===== src/rtl/rr_arbiter8.sv =====
// Eight-way round-robin arbiter with a bounded hold time per grant and a
// mandatory one-cycle idle turnaround between consecutive grants.
module rr_arbiter8 #(
    parameter logic [3:0] MAX_HOLD = 4'd8
) (
    input  logic       clk,
    input  logic       rst,
    input  logic       en,
    input  logic [7:0] req,
    output logic [7:0] grant,
    output logic [2:0] grant_idx,
    output logic       grant_valid
);

    localparam int unsigned N  = 8;
    localparam int unsigned IW = 3;
    localparam int unsigned CW = 4;

    typedef enum logic {
        IDLE  = 1'b0,
        GRANT = 1'b1
    } state_t;

    state_t          state;
    logic [IW-1:0]   ptr;
    logic [CW-1:0]   hcnt;
    logic [IW-1:0]   sel_idx;
    logic [IW-1:0]   cand;
    logic            sel_found;
    logic            release_c;

    // First set request bit at or after ptr, wrapping modulo N.
    always_comb begin
        sel_found = 1'b0;
        sel_idx   = ptr;
        cand      = ptr;
        for (int i = 0; i < N; i++) begin
            cand = IW'(ptr + IW'(i));
            if (!sel_found && req[cand]) begin
                sel_found = 1'b1;
                sel_idx   = cand;
            end
        end
    end

    assign release_c = !req[grant_idx] || !en || (hcnt == MAX_HOLD - 4'd1);

    always_ff @(posedge clk) begin
        if (rst) begin
            state       <= IDLE;
            grant_valid <= 1'b0;
            grant       <= 8'h00;
            grant_idx   <= '0;
            ptr         <= '0;
            hcnt        <= '0;
        end else begin
            case (state)
                IDLE: begin
                    if (en && sel_found) begin
                        state       <= GRANT;
                        grant_valid <= 1'b1;
                        grant_idx   <= sel_idx;
                        grant       <= 8'b1 << sel_idx;
                        hcnt        <= '0;
                    end
                end
                GRANT: begin
                    // Releasing always passes through IDLE, which gives the turnaround cycle.
                    if (release_c) begin
                        state       <= IDLE;
                        grant_valid <= 1'b0;
                        grant       <= 8'h00;
                        ptr         <= IW'(grant_idx + 3'd1);
                    end
                    hcnt <= CW'(hcnt + 4'd1);
                end
                default: begin
                    state <= IDLE;
                end
            endcase
        end
    end

endmodule


===== config.mk =====
export PLATFORM = sky130hd
export DESIGN_NAME = rr_arbiter8
export DESIGN_NICKNAME = d
export VERILOG_FILES = /design/src/rtl/rr_arbiter8.sv
export SDC_FILE = /design/constraint.sdc
export NUM_CORES = 1
export LEC_CHECK = 0
export BUFFER_PORTS_ARGS = -buffer_cell sky130_fd_sc_hd__buf_2
export CORE_UTILIZATION = 50
export DETAILED_ROUTE_END_ITERATION = 12
export PLACE_DENSITY = 0.76
export SYNTH_ARGS = -nofsm -noshare
export SYNTH_HDL_FRONTEND = slang
export SYNTH_SLANG_ARGS = --single-unit

===== constraint.sdc =====
create_clock -name clk -period 4.15 [get_ports clk]
set_input_delay 0.83 -clock clk [delete_from_list [all_inputs] [get_ports clk]]
set_output_delay 0.83 -clock clk [all_outputs]
set_load 0.02 [all_outputs]

==> summary.md <==
| Metric | Value |
|---|---|
| Run status | `finished clean` |
| Initial Util | `0.5409` |
| Post-CTS Setup Inserts | `0` |
| First-pass GRT wire length | `7548 µm` |
| Total clock buffers created by CTS | `3` |
| Via count of the first global-routing pass | `1558` |
| Slew at the pin closest to its max-slew limit | `0.8410 ns` |
| Required arrival time at the worst endpoint | `4.34 ns` |
| Sum of net half-perimeters after detailed placement | `3371 µm` |
| Fraction of the yosys area taken by sequential cells | `0.2151` |
| Critical Path Start Type | `register` |
| Fill cell total of the finished layout | `285` |
| Leak pwr | `0.7512 nW` |
| Final period utilization | `0.8484` |
| Detailed-route vias per instance | `6.518` |
| Die Wd | `63.02 µm` |
| Number of synthesis warnings | `0` |
| Layout cells sized above 1 | `0.3005` |
| Vias after detailed routing | `1623` |
| Number of DRC markers after the initial detailed-route iteration | `71` |
| DIE HEIGHT | `63.02 µm` |
| Critical path arrival | `3.71 ns` |
| Overflow left after global routing | `0` |
| Clock Latency Late Sink | `0.26 ns` |
| Area of the die | `3972 µm²` |
| Number of violations of the max-capacitance limit | `0` |
| Wire length after detailed routing | `4501 µm` |
| Fraction of registers with async set or reset after synthesis | `0` |
| IR Drop Worst-Case VDD | `0.2736 mV` |
| Placer's final routability congestion estimate | `0.9229` |
| Fin. max-slew vios | `0` |
| Total non-filler cell area in the finished layout | `2044 µm²` |
| Post-synthesis instance area | `1862 µm²` |
| Type of destination of the critical path | `register` |
| Bufs on Longest Clock Path | `2` |
| Fmax | `0.2840 GHz` |
| Cell area after placement | `1973 µm²` |
| Setup-failing EPs final | `0` |
| Power consumption | `0.7409 mW` |
| Number of flops mapped to enable cells by yosys | `0` |
| Number of levels in the clock H-tree | `1` |
| Synth-to-layout area growth | `9.812%` |
| Number of placement rows | `21` |
| Synth top area share | `0.2151` |
| Pin count of the biggest net entering global routing | `19` |
| Hold violation total from the final report | `0` |
| Power per cell area | `362.4 nW/µm²` |
| Syn nets | `200` |
| Seq cells post-synth | `20` |
| Global routing usage summed across all routing layers | `0.2416` |
| Area leader, netlist | `sky130_fd_sc_hd__dfxtp_1` |
| Clock-pin slew of the registers on the worst-case setup and hold paths | `0.08 ns` |
| Rel. slew slack | `0.4386` |
| Number of clock sinks | `20` |
| TritonRoute pass-1 iters | `4` |
| Count of instances resized after the clock tree is built | `0` |
| DR WL/cell | `18.08 µm` |
| Io pins | `23` |
| Core area | `3442 µm²` |
| Fin Clk Skew | `0.004078 ns` |
| Flip-flop cell with the highest count after synthesis | `sky130_fd_sc_hd__dfxtp_1` |
| Top area cells in the synthesized netlist | `sky130_fd_sc_hd__dfxtp_1 (22%), sky130_fd_sc_hd__mux4_2 (18%), sky130_fd_sc_hd__mux2i_1 (5.4%)` |
| IO buf count | `22` |
| Critical path class | `reg -> reg` |
| Clock tree from TritonCTS | `done` |
| Most repeated cell in the gate-level netlist after synthesis | `sky130_fd_sc_hd__dfxtp_1` |
| Path class of the lowest-slack min-delay path | `reg -> reg` |
| Setup repair after global routing missed its margin | `false` |
| Diode insertion count for antenna repair | `0` |
| Total of hold buffers inserted after clock tree synthesis | `0` |
| Final core utilization | `0.5940` |
| # DRC | `0` |
| Final TNS setup | `0 ns` |
| Nets | `219` |
| Gate count after technology mapping | `185` |
| Most common library cells after synthesis | `sky130_fd_sc_hd__dfxtp_1 (20), sky130_fd_sc_hd__nor2_1 (16), sky130_fd_sc_hd__mux4_2 (15)` |
| Number of distinct library cell variants in the gate-level netlist after synthesis | `55` |
| Final antenna-violating net count | `0` |
| Antenna violations before repair | `0` |
| Library cell used as clock root buffer | `sky130_fd_sc_hd__clkbuf_8` |
| Post-synthesis average cell area | `10.06 µm²` |
| Crit path time final | `3.521 ns` |
| Crit Path Max Fanout | `13` |
power by group:
group	internal, mW	switching (mW)	total (mW)
sequential	0.206	0.0166	0.223
combinational	0.139	0.183	0.322
clock	0.129	0.0673	0.196
total	0.474	0.267	0.741
placed cells by master, fill, tap and decap left out, types with 2 or more instances in the layout:
master,n
sky130_fd_sc_hd__buf_2,22
sky130_fd_sc_hd__dfxtp_1,20
sky130_fd_sc_hd__nor2_1,16
sky130_fd_sc_hd__mux4_2,15
sky130_fd_sc_hd__a21oi_1,12
sky130_fd_sc_hd__nand2_1,12
sky130_fd_sc_hd__mux2i_1,10
sky130_fd_sc_hd__nand2b_1,8
sky130_fd_sc_hd__o2bb2ai_1,8
sky130_fd_sc_hd__nand3_1,6
sky130_fd_sc_hd__xnor2_1,5
sky130_fd_sc_hd__mux2_2,4
sky130_fd_sc_hd__o21ai_0,4
sky130_fd_sc_hd__ha_1,4
sky130_fd_sc_hd__inv_1,3
sky130_fd_sc_hd__nor2b_1,3
sky130_fd_sc_hd__a311oi_1,3
sky130_fd_sc_hd__clkbuf_8,3
sky130_fd_sc_hd__xor2_1,2
sky130_fd_sc_hd__mux2_4,2
sky130_fd_sc_hd__and2_1,2
sky130_fd_sc_hd__o22ai_1,2
sky130_fd_sc_hd__a221o_1,2
sky130_fd_sc_hd__o211ai_1,2
sky130_fd_sc_hd__or3_1,2
sky130_fd_sc_hd__buf_4,2
final timing paths:
kind / startpoint / endpoint / slack (ns) / cells past startpoint
max: ptr[0] / grant[7] / 0.63 / 10
min: grant[0] / grant[0] / 0.47 / 1
max reg2reg: ptr[0] / grant[7] / 0.63 / 10
min reg2reg: grant[0] / grant[0] / 0.47 / 1
cells by family (layout without fill, tap and decap cells):
| family | after synthesis | count (layout) | share of synthesized area |
|---|---|---|---|
| buffers and inverters | 14 | 32 | 0.04636 |
| adders and majority gates | 4 | 4 | 0.02688 |
| xor gates and xnor gates | 7 | 7 | 0.03293 |
| DFF | 20 | 20 | 0.2151 |
| AOI/OAI and AO/OA | 46 | 46 | 0.1936 |
| muxes | 34 | 34 | 0.3091 |
| and+or+nand+nor | 60 | 60 | 0.1761 |
worst max-delay path: stages (launching register included):
cell                        delay (ns)
sky130_fd_sc_hd__dfxtp_1          0.37
sky130_fd_sc_hd__inv_2            0.10
sky130_fd_sc_hd__ha_1             0.65
sky130_fd_sc_hd__mux4_1           0.66
sky130_fd_sc_hd__mux2_2           0.32
sky130_fd_sc_hd__nand2b_1         0.24
sky130_fd_sc_hd__nor4_1           0.29
sky130_fd_sc_hd__a221o_1          0.17
sky130_fd_sc_hd__o21ai_2          0.09
sky130_fd_sc_hd__or3_1            0.39
sky130_fd_sc_hd__o2bb2ai_1        0.16
layer usage:
layer	part of all wire	up-vias	wire (µm)	track usage
li1	-	749	-	-
met1	0.43	798	1952	0.3003
met2	0.49	64	2195	0.4113
met3	0.058	12	260	0.05474
met4	0.021	0	93	0.07267
met5	0	-	0	0
final cells by class:
cell class | count | area [µm²] | share of cell area
Tap cell | 46 | 57.56 | 0.02815
Clock buffer | 3 | 41.29 | 0.02020
Inverter | 4 | 15.01 | 0.007344
Multi-Input combinational cell | 151 | 1375 | 0.6726
Clock inverter | 1 | 30.03 | 0.01469
Timing Repair Buffer | 24 | 125.1 | 0.06120
Sequential cell | 20 | 400.4 | 0.1958
through the flow:
stage / setup slack, ns / hold WS, ns / cells
floorplan: 0.8832 / 0.4414 / 185
global placement: 0.8356 / 0.4409 / 245
detailed placement: 0.6778 / 0.4517 / 245
CTS: 0.6658 / 0.4745 / 249
global route: 0.4029 / 0.4866 / 249
finish: 0.6291 / 0.4650 / 249
sequential cells by signal, summed over array words and instances (netlist names):
register / cells
grant: 8
grant_idx: 3
grant_valid: 1
hcnt: 4
ptr: 3
state: 1
Power figures use the tool's default switching activity.
